[src/rtl/cpu_pkg.sv]
// Shared processor definitions: default PC width, reset vector and the
// per-cycle decision codes used by the PC / return-stack stage.
package cpu_pkg;

    localparam int unsigned CPU_PC_WIDTH = 10;
    localparam logic [CPU_PC_WIDTH-1:0] PC_RESET = '0;

    typedef enum logic [2:0] {
        OP_SEQ       = 3'd0,
        OP_ILLEGAL   = 3'd1,
        OP_POP       = 3'd2,
        OP_UNDERFLOW = 3'd3,
        OP_PUSH      = 3'd4,
        OP_OVERFLOW  = 3'd5
    } pc_op_e;

    // Priority order matters: an illegal push+pop beats everything, and
    // a return is resolved before a call.
    function automatic pc_op_e decode_op(input logic wesp,
                                         input logic push,
                                         input logic pop,
                                         input logic full,
                                         input logic empty);
        pc_op_e op;
        op = OP_SEQ;
        if (wesp) begin
            if (push && pop)   op = OP_ILLEGAL;
            else if (pop)      op = empty ? OP_UNDERFLOW : OP_POP;
            else if (push)     op = full ? OP_OVERFLOW : OP_PUSH;
        end
        return op;
    endfunction

endpackage

[src/rtl/pc_stack_if.sv]
// Control-unit <-> PC stage signal bundle: sequencing strobes in, PC and
// return-stack status out.
interface pc_stack_if
    import cpu_pkg::*;
#(
    parameter int PC_WIDTH    = CPU_PC_WIDTH,
    parameter int STACK_DEPTH = 8
);
    localparam int SP_WIDTH = $clog2(STACK_DEPTH) + 1;

    logic                s_inc;
    logic                wesp;
    logic                push;
    logic                pop;
    logic [PC_WIDTH-1:0] jump_addr;
    logic [PC_WIDTH-1:0] pc;
    logic [SP_WIDTH-1:0] sp;
    logic                stack_full;
    logic                stack_empty;
    logic                stack_err;

    modport master (
        output s_inc, wesp, push, pop, jump_addr,
        input  pc, sp, stack_full, stack_empty, stack_err
    );

    modport slave (
        input  s_inc, wesp, push, pop, jump_addr,
        output pc, sp, stack_full, stack_empty, stack_err
    );

endinterface

[src/rtl/pc_stack_ret_stack.sv]
// Register-file LIFO holding return addresses. Only the stack pointer is
// reset; entry contents are left uninitialised since they are never read above sp.
module ret_stack #(
    parameter int DATA_WIDTH  = 10,
    parameter int STACK_DEPTH = 8,
    parameter int SP_WIDTH    = $clog2(STACK_DEPTH) + 1
) (
    input  logic                  clk,
    input  logic                  reset,
    input  logic                  push_en,
    input  logic                  pop_en,
    input  logic [DATA_WIDTH-1:0] wdata,
    output logic [DATA_WIDTH-1:0] top,
    output logic [SP_WIDTH-1:0]   sp,
    output logic                  full,
    output logic                  empty
);
    localparam int IDX_W = $clog2(STACK_DEPTH);

    logic [DATA_WIDTH-1:0] mem_q [STACK_DEPTH];
    logic [SP_WIDTH-1:0]   sp_q, sp_d;
    logic [IDX_W-1:0]      wr_idx;
    logic [IDX_W-1:0]      rd_idx;
    logic                  do_push;
    logic                  do_pop;

    assign full    = (sp_q == SP_WIDTH'(STACK_DEPTH));
    assign empty   = (sp_q == '0);
    assign do_push = push_en && !full;
    assign do_pop  = pop_en && !empty;
    assign wr_idx  = sp_q[IDX_W-1:0];
    assign rd_idx  = IDX_W'(sp_q - SP_WIDTH'(1));
    assign top     = mem_q[rd_idx];
    assign sp      = sp_q;

    always_comb begin
        sp_d = sp_q;
        if (do_push)     sp_d = sp_q + SP_WIDTH'(1);
        else if (do_pop) sp_d = sp_q - SP_WIDTH'(1);
    end

    always_ff @(posedge clk or negedge reset) begin
        if (!reset) sp_q <= '0;
        else        sp_q <= sp_d;
    end

    always_ff @(posedge clk) begin
        if (do_push) mem_q[wr_idx] <= wdata;
    end

endmodule

[src/rtl/pc_stack.sv]
// Program-counter stage: registered PC, next-PC select (increment, jump,
// call, return) and the sticky stack-error flag around a ret_stack LIFO.
module pc_stack
    import cpu_pkg::*;
#(
    parameter int PC_WIDTH    = CPU_PC_WIDTH,
    parameter int STACK_DEPTH = 8
) (
    input  logic        clk,
    input  logic        reset,
    pc_stack_if.slave   bus
);
    localparam int SP_WIDTH = $clog2(STACK_DEPTH) + 1;

    logic [PC_WIDTH-1:0] pc_q, pc_d;
    logic [PC_WIDTH-1:0] pc_inc;
    logic [PC_WIDTH-1:0] stk_top;
    logic [SP_WIDTH-1:0] stk_sp;
    logic                stk_full;
    logic                stk_empty;
    logic                err_q, err_d;
    logic                push_en;
    logic                pop_en;
    pc_op_e              op;

    // Wraps modulo 2^PC_WIDTH; also the return address saved by a call.
    assign pc_inc = pc_q + PC_WIDTH'(1);
    assign op     = decode_op(bus.wesp, bus.push, bus.pop, stk_full, stk_empty);

    always_comb begin
        pc_d    = pc_inc;
        err_d   = err_q;
        push_en = 1'b0;
        pop_en  = 1'b0;
        unique case (op)
            OP_SEQ:       pc_d = bus.s_inc ? pc_inc : bus.jump_addr;
            OP_POP: begin
                pc_d   = stk_top;
                pop_en = 1'b1;
            end
            OP_PUSH: begin
                pc_d    = bus.jump_addr;
                push_en = 1'b1;
            end
            OP_ILLEGAL, OP_UNDERFLOW, OP_OVERFLOW: err_d = 1'b1;
            default:      pc_d = pc_inc;
        endcase
    end

    always_ff @(posedge clk or negedge reset) begin
        if (!reset) begin
            pc_q  <= PC_WIDTH'(PC_RESET);
            err_q <= 1'b0;
        end else begin
            pc_q  <= pc_d;
            err_q <= err_d;
        end
    end

    ret_stack #(
        .DATA_WIDTH  (PC_WIDTH),
        .STACK_DEPTH (STACK_DEPTH),
        .SP_WIDTH    (SP_WIDTH)
    ) u_ret_stack (
        .clk     (clk),
        .reset   (reset),
        .push_en (push_en),
        .pop_en  (pop_en),
        .wdata   (pc_inc),
        .top     (stk_top),
        .sp      (stk_sp),
        .full    (stk_full),
        .empty   (stk_empty)
    );

    assign bus.pc          = pc_q;
    assign bus.sp          = stk_sp;
    assign bus.stack_full  = stk_full;
    assign bus.stack_empty = stk_empty;
    assign bus.stack_err   = err_q;

endmodule

[src/flat_wrapper.sv]
// flat-port wrapper written by rule: the top's interface ports become plain ports
module pc_stack_flat import cpu_pkg::*;
#(
    parameter int PC_WIDTH    = CPU_PC_WIDTH,
    parameter int STACK_DEPTH = 8
)
  (clk, reset, bus_s_inc, bus_wesp, bus_push, bus_pop, bus_jump_addr, bus_pc, bus_sp, bus_stack_full, bus_stack_empty, bus_stack_err);
  pc_stack_if #(.PC_WIDTH(PC_WIDTH), .STACK_DEPTH(STACK_DEPTH)) bus_i ();
  input  logic clk;
  input  logic reset;
  input wire logic [$bits(bus_i.s_inc)-1:0] bus_s_inc;
  input wire logic [$bits(bus_i.wesp)-1:0] bus_wesp;
  input wire logic [$bits(bus_i.push)-1:0] bus_push;
  input wire logic [$bits(bus_i.pop)-1:0] bus_pop;
  input wire logic [$bits(bus_i.jump_addr)-1:0] bus_jump_addr;
  output wire logic [$bits(bus_i.pc)-1:0] bus_pc;
  output wire logic [$bits(bus_i.sp)-1:0] bus_sp;
  output wire logic [$bits(bus_i.stack_full)-1:0] bus_stack_full;
  output wire logic [$bits(bus_i.stack_empty)-1:0] bus_stack_empty;
  output wire logic [$bits(bus_i.stack_err)-1:0] bus_stack_err;
  assign bus_i.s_inc = bus_s_inc;
  assign bus_i.wesp = bus_wesp;
  assign bus_i.push = bus_push;
  assign bus_i.pop = bus_pop;
  assign bus_i.jump_addr = bus_jump_addr;
  assign bus_pc = bus_i.pc;
  assign bus_sp = bus_i.sp;
  assign bus_stack_full = bus_i.stack_full;
  assign bus_stack_empty = bus_i.stack_empty;
  assign bus_stack_err = bus_i.stack_err;
  pc_stack #(.PC_WIDTH(PC_WIDTH), .STACK_DEPTH(STACK_DEPTH)) u_core (.clk(clk), .reset(reset), .bus(bus_i));
endmodule
[config.mk]
export PLATFORM = sky130hd
export DESIGN_NAME = pc_stack_flat
export DESIGN_NICKNAME = d
export VERILOG_FILES = /design/src/rtl/cpu_pkg.sv /design/src/rtl/pc_stack_if.sv /design/src/rtl/pc_stack_ret_stack.sv /design/src/rtl/pc_stack.sv /design/src/flat_wrapper.sv
export SDC_FILE = /design/constraint.sdc
export NUM_CORES = 1
export LEC_CHECK = 0
export BUFFER_PORTS_ARGS = -buffer_cell sky130_fd_sc_hd__buf_2
export CORE_ASPECT_RATIO = 2
export CORE_MARGIN = 3
export CORE_UTILIZATION = 53
export DETAILED_ROUTE_END_ITERATION = 8
export PLACE_DENSITY = 0.75
export SYNTH_ARGS = -nofsm -noshare
export SYNTH_HDL_FRONTEND = slang
export SYNTH_SLANG_ARGS = --single-unit
[constraint.sdc]
create_clock -name clk -period 3.4 [get_ports clk]
set_input_delay 0.51 -clock clk [delete_from_list [all_inputs] [get_ports clk]]
set_output_delay 0.51 -clock clk [all_outputs]
set_load 0.02 [all_outputs]
==> run_results.csv, run 1 <==
group,metric,value,unit
status,outcome,"finished, final reports clean",
global_routing,grt_pass1_vias,2489,
clocking,clk_path_buf_depth,2,
die,dieWidth,67.9,um
layout,syn_to_final_growth,13.8,%
worst_setup_path,max_stage_delay,630,ps
layout,layout-drive-gt1-share,24.2,%
worst_setup_path,critPathBufInv,3,
clocking,cts_buffers,9,
synthesis,ys_warn_count,0,
drt,wl_per_cell,22.0,um
timing,setup_viol,0,
timing,finalCriticalPeriod,2600,ps
timing,final_hold_viol_count,0,
global_routing,grt_overflow_total,0,
drt,initialDrtViolationCount,179,
synthesis,synth.top_cells.by_count,"80 x edfxtp_1, 21 x mux2i_1, 15 x dfrtp_1, 15 x nor2_1, 12 x a22oi_1",
synthesis,synth.most_common_cell,"edfxtp_1",
global_routing,antenna_found_initial,0,
layout,fin_area,4620,sq um
worst_setup_path,cp_data_arrival_time,2820,ps
drt,ant_nets,0,
layout,n_antenna_cell,0,
timing,holdWs,77.3,ps
worst_setup_path,critPathKind,"reg2reg",
drt,drc,0,
placement,gp_congestion,0.807,
clocking,post_cts_resized,0,
global_routing,grt_usage,22.6,%
flow_run,maxCapViolCount,0,
timing,finalSetupTns,0,ps
timing,tightest_slew,771,ps
placement,port_buffers,32,
clocking,cts_setup_buffers,0,
timing,finalCritPeriodShare,76.4,%
synthesis,ys_types,44,
synthesis,syn-mean-instance-area,16.1,sq um
power_and_ir_drop,p_leak,1.70,nW
global_routing,grt_pass1_wl,13500,um
drt,via_per_inst,6.06,
timing,rsz0062_at_grt,"no",
timing,slew_viol_final,0,
worst_setup_path,end_kind,"flop",
layout,nets,316,
synthesis,synth_edf_count,80,
timing,timing.fmax,385,MHz
global_routing,grt_max_degree,21,
clocking,clock_latency,350,ps
synthesis,ys_top_cells_by_area,"edfxtp_1 59%, dfrtp_1 9.3%, mux4_2 5.6%",
synthesis,ys_ff_latch,95,
synthesis,synth_area_leader_cell,"edfxtp_1",
clocking,holdBufCountCts,0,
drt,vias,2388,
clocking,clockRootBuffer,"clkbuf_16",
placement,dpl.hpwl,6060,um
worst_setup_path,cpMostUsedCell,"buf_4",
worst_setup_path,path_cells,"inv_1 > ha_1 > buf_4 > buf_4 > mux2i_1 > a22oi_1 > a32oi_1 > o21ai_1",
worst_setup_path,required,3630,ps
die,num_rows,44,
synthesis,async_reset_ff_share,15.8,%
synthesis,ys.flop_type,"edfxtp_1",
synthesis,syn-num-nets,271,
synthesis,synth_top_area_share,59.2,%
clocking,cts_sinks,95,
die,dieArea,8810,sq um
worst_setup_path,cp_slowest_cell,"ha_1",
timing,finClkSkew,6.22,ps
timing,maxSlewHeadroom,48.3,%
drt,wl,8650,um
clocking,cts.clk_slew.worst_paths,60,ps
power_and_ir_drop,p_per_area,873,nW/um^2
die,initial_core_util,55.0,%
placement,dpl_cell_area,4350,sq um
die,core_area,7380,sq um
synthesis,syn_area,4060,sq um
worst_setup_path,crit_fanout,19,
clocking,htree_levels,3,
die,num_io_pins,33,
clocking,cts_tree,"done",
drt,first_pass_iters,4,
worst_setup_path,cp-start-kind,"flop",
worst_setup_path,cp_top_family,"buffers and inverters",
power_and_ir_drop,ir_drop,0.000573,V
synthesis,ys_seq_area_share,68.5,%
min_path,hold_class,"in2async",
synthesis,syn_inst,252,
die,die_h,130,um
## routing by layer
layer  wire length, um  vias up  global-route usage (%)  part of all wire (%)
met2              4760       87                    38.1                    55
met3               609       19                    6.98                   7.0
met5                 0        -                       0                     0
li1                  -     1081                       -                     -
met4               269        0                    10.9                   3.1
met1              3010     1201                    25.3                    35
## where the power goes
part | total, mW | internal (mW) | switching (mW)
Combinational | 1.49 | 0.602 | 0.885
Sequential | 1.65 | 1.52 | 0.124
Clock | 0.902 | 0.495 | 0.407
## placed cells by master, fill, tap and decap left out, types with 2 or more instances in the layout
cell and n:
xnor2_1 11, nor3_1 8, a22o_1 4, nor2_1 15, a21o_1 2, a32o_1 2
dfrtp_1 15, clkbuf_16 9, nand3_1 5, nand2_1 10, clkinvlp_4 2, buf_4 11
a221o_1 4, clkbuf_1 2, inv_1 7, a32oi_1 3, o21ai_1 5, o21ai_0 3
mux2i_1 21, clkinv_2 2, a22oi_1 12, edfxtp_1 80, buf_2 32, ha_1 3
mux4_2 10
## area by class of cell
class | instances | area (sq um)
clock buffer | 11 | 233
clock inverter | 5 | 33.8
fill | 605 | 2760
inverter | 8 | 30.0
multi-input combinational | 140 | 1190
sequential | 95 | 2780
tap | 92 | 115
timing repair buffer | 43 | 243
## stage by stage
stage	util, %	total power, mW	cells	worst slack [ps]
6_report	62.6	4.03	394	801
5_1_grt	62.6	4.25	394	639
4_1_cts	62.6	4.07	394	800
3_5_place_dp	59.0	3.16	378	854
3_3_place_gp	59.0	3.13	378	906
2_1_floorplan	-	2.78	252	29.2
## flip-flops by register name, indices dropped and copies added (netlist names)
signal	flops
u_core.u_ret_stack.mem_q	80
u_core.u_ret_stack.sp	4
u_core.bus.pc	10
u_core.bus.stack_err	1
## kinds of logic (layout without fill, tap and decap cells)
kind of cell	Yosys count	in the layout	synth area share (%)
mux	31	31	10.7
xor+xnor	13	13	2.99
flops	95	95	68.5
buf+inv	17	67	2.44
compound gates	42	42	8.17
fa+ha+maj	3	3	0.925
simple gates	51	51	6.29
## worst paths after layout
check                      slack [ps]                            startpoint                              endpoint  cells past startpoint
setup / recovery                  800  u_core.u_ret_stack.sp[1]$_DFFE_PN0P_            u_core.bus.pc[0]$_DFF_PN0_                      8
hold / removal                     80                                 reset  u_core.u_ret_stack.sp[2]$_DFFE_PN0P_                      1
setup reg to reg                  800  u_core.u_ret_stack.sp[1]$_DFFE_PN0P_            u_core.bus.pc[0]$_DFF_PN0_                      8
hold reg to reg                   470      u_core.bus.stack_err$_DFFE_PN0P_      u_core.bus.stack_err$_DFFE_PN0P_                      1
max in group asynchronous        3040                                 reset            u_core.bus.pc[2]$_DFF_PN0_                      1
min in group clk                  410                      bus_jump_addr[6]            u_core.bus.pc[6]$_DFF_PN0_                      2
Power figures use the tool's default switching activity.
==> inputs of run 2 (changes only) <==
==> constraint.sdc (replaced) <==
create_clock -name clk -period 2.3 [get_ports clk]
set_input_delay 0.345 -clock clk [delete_from_list [all_inputs] [get_ports clk]]
set_output_delay 0.345 -clock clk [all_outputs]
set_load 0.02 [all_outputs]
==> run_results.csv, run 2 (synthesized netlist as in run 1, its figures left out) <==
group,metric,value,unit
die,dieArea,8810,sq um
global_routing,antenna_found_initial,0,
die,core_area,7380,sq um
layout,fin_area,4850,sq um
worst_setup_path,end_kind,"flop",
min_path,hold_class,"in2reg",
layout,final_common_cell,"edfxtp_1",
worst_setup_path,crit_fanout,20,
clocking,cts_buffers,9,
worst_setup_path,worstSetupStartpoint,"u_core.u_ret_stack.sp[1]$_DFFE_PN0P_",
clocking,clockRootBuffer,"clkbuf_16",
layout,nets,329,
min_path,hp-start,"bus_jump_addr[0]",
global_routing,grt_pass1_vias,2608,
placement,dpl.hpwl,6640,um
drt,wl_per_cell,22.9,um
layout,n_antenna_cell,0,
layout,layout-drive-gt1-share,29.2,%
drt,wl,9310,um
timing,finalCritPeriodShare,92.0,%
status,outcome,"finished, final reports clean",
die,num_rows,44,
die,die_h,130,um
clocking,cts_setup_buffers,0,
timing,timing.fmax,473,MHz
timing,finalCriticalPeriod,2120,ps
die,dieWidth,67.9,um
timing,tightest_slew,748,ps
power_and_ir_drop,swShare,35.1,%
timing,slew_viol_final,0,
power_and_ir_drop,clockPowerShare,24.2,%
clocking,cts.clk_slew.worst_paths,70,ps
timing,setup_viol,0,
die,initial_core_util,55.0,%
clocking,cts_sinks,95,
clocking,htree_levels,3,
timing,final_hold_viol_count,0,
power_and_ir_drop,ir_drop,0.000923,V
flow_run,maxCapViolCount,0,
power_and_ir_drop,seqPwrFrac,36.2,%
layout,largest_reg_flops,80,
timing,finClkSkew,7.23,ps
power_and_ir_drop,p_int,4.28,mW
global_routing,grt_overflow_total,0,
placement,gp_congestion,0.841,
power_and_ir_drop,p_per_area,1360,nW/um^2
global_routing,grt_max_degree,21,
drt,initialDrtViolationCount,231,
die,num_io_pins,33,
power_and_ir_drop,comb_power_share,39.7,%
worst_setup_path,cp_data_arrival_time,2350,ps
drt,via_per_inst,6.04,
clocking,cts_tree,"done",
drt,ant_nets,0,
timing,rsz0062_at_grt,"no",
clocking,clock_latency,340,ps
power_and_ir_drop,switchingPower,2.32,mW
layout,mostFrequentLayoutCells,"80 x edfxtp_1, 32 x buf_2, 22 x buf_4, 21 x mux2i_1, 15 x nor2_1",
timing,finalSetupTns,0,ps
timing,maxSlewHeadroom,49.7,%
placement,port_buffers,32,
global_routing,grt_usage,23.4,%
layout,largest-register,"u_core.u_ret_stack.mem_q",
layout,syn_to_final_growth,19.6,%
placement,dpl_cell_area,4520,sq um
worst_setup_path,reg2reg_from,"u_core.u_ret_stack.sp[1]$_DFFE_PN0P_",
global_routing,grt_pass1_wl,14200,um
worst_setup_path,critPathKind,"reg2reg",
power_and_ir_drop,p_leak,1.82,nW
clocking,clk_path_buf_depth,2,
drt,drc,0,
drt,vias,2460,
worst_setup_path,cp-start-kind,"flop",
worst_setup_path,required,2530,ps
drt,first_pass_iters,4,
run 2: what timing repair did:
| item | CTS | global route |
|---|---|---|
| endpoints found under the setup margin | 0 | 20 |
| endpoints found under the hold margin | 15 | 0 |
| gates resized for setup | 0 | 1 |
| hold buffers | 1 | 0 |
run 2: final timing paths:
path / to / slack, ps / cells after the start
max in group asynchronous: u_core.u_ret_stack.sp[0]$_DFFE_PN0P_ / 1510 / 2
worst max register to register: u_core.bus.pc[4]$_DFF_PN0_ / 180 / 7
worst max-delay path: u_core.bus.pc[4]$_DFF_PN0_ / 180 / 7
min in group asynchronous: u_core.u_ret_stack.sp[2]$_DFFE_PN0P_ / 470 / 2
worst min register to register: u_core.bus.stack_err$_DFFE_PN0P_ / 480 / 1
worst min-delay path: u_core.bus.pc[0]$_DFF_PN0_ / 240 / 3
run 2: worst max-delay path: stages, from the launching register on:
cell	delay, ps
dfrtp_1	360
inv_1	80
ha_4	480
buf_12	210
mux2i_1	220
a22oi_1	170
a32o_1	310
a21o_1	150
run 2: layout make-up:
type                            count  area (sq um)
Multi-Input combinational cell    140          1250
Timing Repair Buffer               56           355
Clock buffer                       10           229
Sequential cell                    95          2780
Inverter                            8          35.0
Fill cell                         550          2520
Tap cell                           92           115
Clock inverter                      6          93.8
run 2: routing by layer:
metal	wire length, um	share of wire, %	up-vias	GRT usage, %
met3	491	5.3	31	4.74
met2	5170	55	106	41.0
met4	430	4.6	0	13.4
li1	-	-	1102	-
met5	0	0	-	0
met1	3220	35	1221	25.3
run 2: power by group through the flow:
stage | Sequential (mW) | Clock, mW | Combinational (mW)
after floorplan | 2.54 | 0 | 1.69
after global placement | 2.41 | 0 | 2.58
after detailed placement | 2.42 | 0 | 2.61
after CTS | 2.39 | 1.60 | 2.63
after global routing | 2.41 | 1.68 | 2.79
final | 2.39 | 1.59 | 2.62
run 2: metrics by stage:
step	std cells	power (mW)	hold WS (ps)	setup WS [ps]	util, %
after global routing	407	6.88	239	137	65.8
after floorplan	252	4.23	49.4	-352	-
after CTS	407	6.62	234	65.2	65.7
final	407	6.60	242	185	65.8
after detailed placement	390	5.03	307	94.9	61.2
after global placement	390	4.98	302	128	61.2
==> inputs of run 3 (changes only) <==
--- a/config.mk
+++ b/config.mk
@@ -5,12 +5,13 @@
 export SDC_FILE = /design/constraint.sdc
 export NUM_CORES = 1
 export LEC_CHECK = 0
+export ABC_AREA = 1
 export BUFFER_PORTS_ARGS = -buffer_cell sky130_fd_sc_hd__buf_2
 export CORE_ASPECT_RATIO = 2
 export CORE_MARGIN = 3
-export CORE_UTILIZATION = 53
+export CORE_UTILIZATION = 54
 export DETAILED_ROUTE_END_ITERATION = 8
-export PLACE_DENSITY = 0.75
+export PLACE_DENSITY = 0.76
 export SYNTH_ARGS = -nofsm -noshare
 export SYNTH_HDL_FRONTEND = slang
 export SYNTH_SLANG_ARGS = --single-unit
==> run_results.csv, run 3 <==
group,metric,value,unit
status,outcome,"finished, final reports clean",
synthesis,ys_warn_count,0,
clocking,cts_setup_buffers,0,
synthesis,synth.top_cells.by_count,"145 x nand2_1, 80 x edfxtp_1, 53 x nand3_1, 51 x nor2_1, 35 x inv_1",
placement,placed_cells,599,
synthesis,async_reset_ff_share,15.8,%
synthesis,synthMuxAreaShare,0,%
drt,via_per_inst,5.55,
power_and_ir_drop,switchingPower,2.73,mW
placement,port_buffers,32,
timing,finClkSkew,4.84,ps
layout,largest_reg_flops,80,
power_and_ir_drop,clockPowerShare,22.2,%
synthesis,ys_types,30,
power_and_ir_drop,comb_power_share,42.3,%
timing,finalCritPeriodShare,87.4,%
layout,syn_to_final_growth,13.4,%
placement,dpl.hpwl,7450,um
synthesis,synth_edf_count,80,
clocking,htree_levels,3,
synthesis,synth_top_area_share,53.1,%
clocking,post_cts_resized,0,
layout,fin_util,63.7,%
global_routing,grt_overflow_total,0,
synthesis,synth_area_leader_cell,"edfxtp_1",
synthesis,yosys.area_share.simple,27.4,%
die,die_h,136,um
worst_setup_path,end_kind,"flop",
timing,tightest_slew,571,ps
synthesis,ys_top_cells_by_area,"edfxtp_1 53%, nand2_1 12%, dfrtp_1 8.3%",
clocking,clock_latency,340,ps
global_routing,grt_pass1_vias,3469,
synthesis,synthAdderAreaFrac,0.829,%
synthesis,syn-mean-instance-area,9.59,sq um
timing,holdWs,250,ps
clocking,clockRootBuffer,"clkbuf_16",
die,dieArea,9590,sq um
timing,timing.fmax,497,MHz
clocking,cts_sinks,95,
power_and_ir_drop,p_leak,2.17,nW
timing,slew_viol_final,0,
layout,finalNonFillerCells,616,
power_and_ir_drop,seqPwrFrac,35.6,%
synthesis,synth.most_common_cell,"nand2_1",
clocking,cts_buffers,9,
layout,nets,534,
placement,dpl_cell_area,4820,sq um
worst_setup_path,cp-start-kind,"flop",
timing,finalCriticalPeriod,2010,ps
clocking,cts_tree,"done",
drt,ant_nets,0,
clocking,cts.clk_slew.worst_paths,60,ps
worst_setup_path,required,2350,ps
placement,gp_congestion,0.858,
timing,finalSetupTns,0,ps
global_routing,grt_max_degree,47,
timing,setup_viol,0,
worst_setup_path,critPathKind,"reg2reg",
global_routing,antenna_found_initial,0,
die,initial_core_util,56.2,%
layout,mostFrequentLayoutCells,"145 x nand2_1, 80 x edfxtp_1, 53 x nand3_1, 51 x nor2_1, 35 x inv_1",
min_path,hold_class,"in2reg",
power_and_ir_drop,swShare,40.9,%
power_and_ir_drop,p_per_area,1300,nW/um^2
synthesis,syn_inst,472,
die,dieWidth,70.8,um
synthesis,ys.flop_type,"edfxtp_1",
synthesis,ys_seq_area_share,61.3,%
drt,wl_per_cell,17.3,um
drt,drc,0,
flow_run,maxCapViolCount,0,
layout,fin_area,5140,sq um
clocking,clk_path_buf_depth,2,
synthesis,synth-compound-area-share,3.45,%
synthesis,synth-xor-area-share,0.967,%
worst_setup_path,worstSetupStartpoint,"u_core.u_ret_stack.sp[1]$_DFFE_PN0P_",
timing,final_hold_viol_count,0,
timing,maxSlewHeadroom,61.9,%
synthesis,ys_ff_latch,95,
layout,largest-register,"u_core.u_ret_stack.mem_q",
worst_setup_path,crit_fanout,8,
min_path,hp-start,"bus_jump_addr[4]",
synthesis,syn-num-nets,491,
die,core_area,8060,sq um
drt,first_pass_iters,5,
power_and_ir_drop,ir_drop,0.00102,V
worst_setup_path,cp_data_arrival_time,2060,ps
drt,initialDrtViolationCount,225,
layout,n_antenna_cell,0,
global_routing,grt_usage,23.7,%
drt,wl,10600,um
die,num_rows,46,
synthesis,synth_top_family_by_area,"simple AND/OR/NAND/NOR gates",
worst_setup_path,reg2reg_from,"u_core.u_ret_stack.sp[1]$_DFFE_PN0P_",
die,num_io_pins,33,
layout,layout-drive-gt1-share,17.5,%
power_and_ir_drop,p_int,3.95,mW
drt,vias,3419,
timing,rsz0062_at_grt,"no",
layout,final_common_cell,"nand2_1",
synthesis,syn_area,4530,sq um
global_routing,grt_pass1_wl,17100,um
run 3: repair_timing:
item | CTS | global route
endpoints found under the hold margin | 15 | 0
setup endpoints to repair | 0 | 0
hold buffers | 1 | 0
run 3: power groups by stage:
stage / Clock, mW / Combinational, mW / Sequential [mW]
after global placement: 0 / 2.73 / 2.40
after CTS: 1.49 / 2.82 / 2.37
after global routing: 1.54 / 3.15 / 2.39
final: 1.48 / 2.82 / 2.37
after detailed placement: 0 / 2.80 / 2.41
after floorplan: 0 / 1.87 / 2.49
run 3: final cells by class:
class	count	area [sq um]
clock buffer	9	225
clock inverter	7	80.1
fill	657	2920
inverter	41	156
multi-input combinational	318	1480
sequential	95	2780
tap	96	120
timing repair buffer	50	298
run 3: final timing paths:
check / end / cells after the start / slack (ps)
min in group asynchronous: u_core.bus.pc[3]$_DFF_PN0_ / 2 / 450
min reg2reg: u_core.bus.stack_err$_DFFE_PN0P_ / 1 / 460
min: u_core.bus.pc[4]$_DFF_PN0_ / 3 / 250
max: u_core.u_ret_stack.mem_q[1][8]$_DFFE_PP_ / 8 / 290
max in group asynchronous: u_core.bus.stack_err$_DFFE_PN0P_ / 2 / 1590
max reg2reg: u_core.u_ret_stack.mem_q[1][8]$_DFFE_PP_ / 8 / 290
run 3: per-stage QoR:
stage	setup WS (ps)	power, mW
final	290	6.68
after global routing	113	7.07
after global placement	379	5.13
after CTS	301	6.69
after detailed placement	308	5.20
after floorplan	-134	4.36
run 3: critical path: stages, from the launching register on:
cell and delay (ps):
dfrtp_1 450, inv_1 140, ha_1 290, nand3_2 130
nand2_2 90, inv_2 90, nand2_2 70, nor3_2 230
buf_4 220
run 3: cells by family (layout without fill, tap and decap cells):
group                      after synthesis  after routing
xor gates and xnor gates                 5              5
and+or+nand+nor                        281            281
adders and majority gates                3              3
AOI/OAI and AO/OA                       29             29
DFF                                     95             95
buffers and inverters                   59            107
run 3: layer usage:
| metal | wire, um | global-route usage [%] | up-vias |
|---|---|---|---|
| met5 | 0 | 0 | - |
| met4 | 701 | 17.9 | 0 |
| met2 | 5490 | 40.5 | 148 |
| met3 | 558 | 3.71 | 53 |
| met1 | 3880 | 25.8 | 1568 |
| li1 | - | - | 1650 |
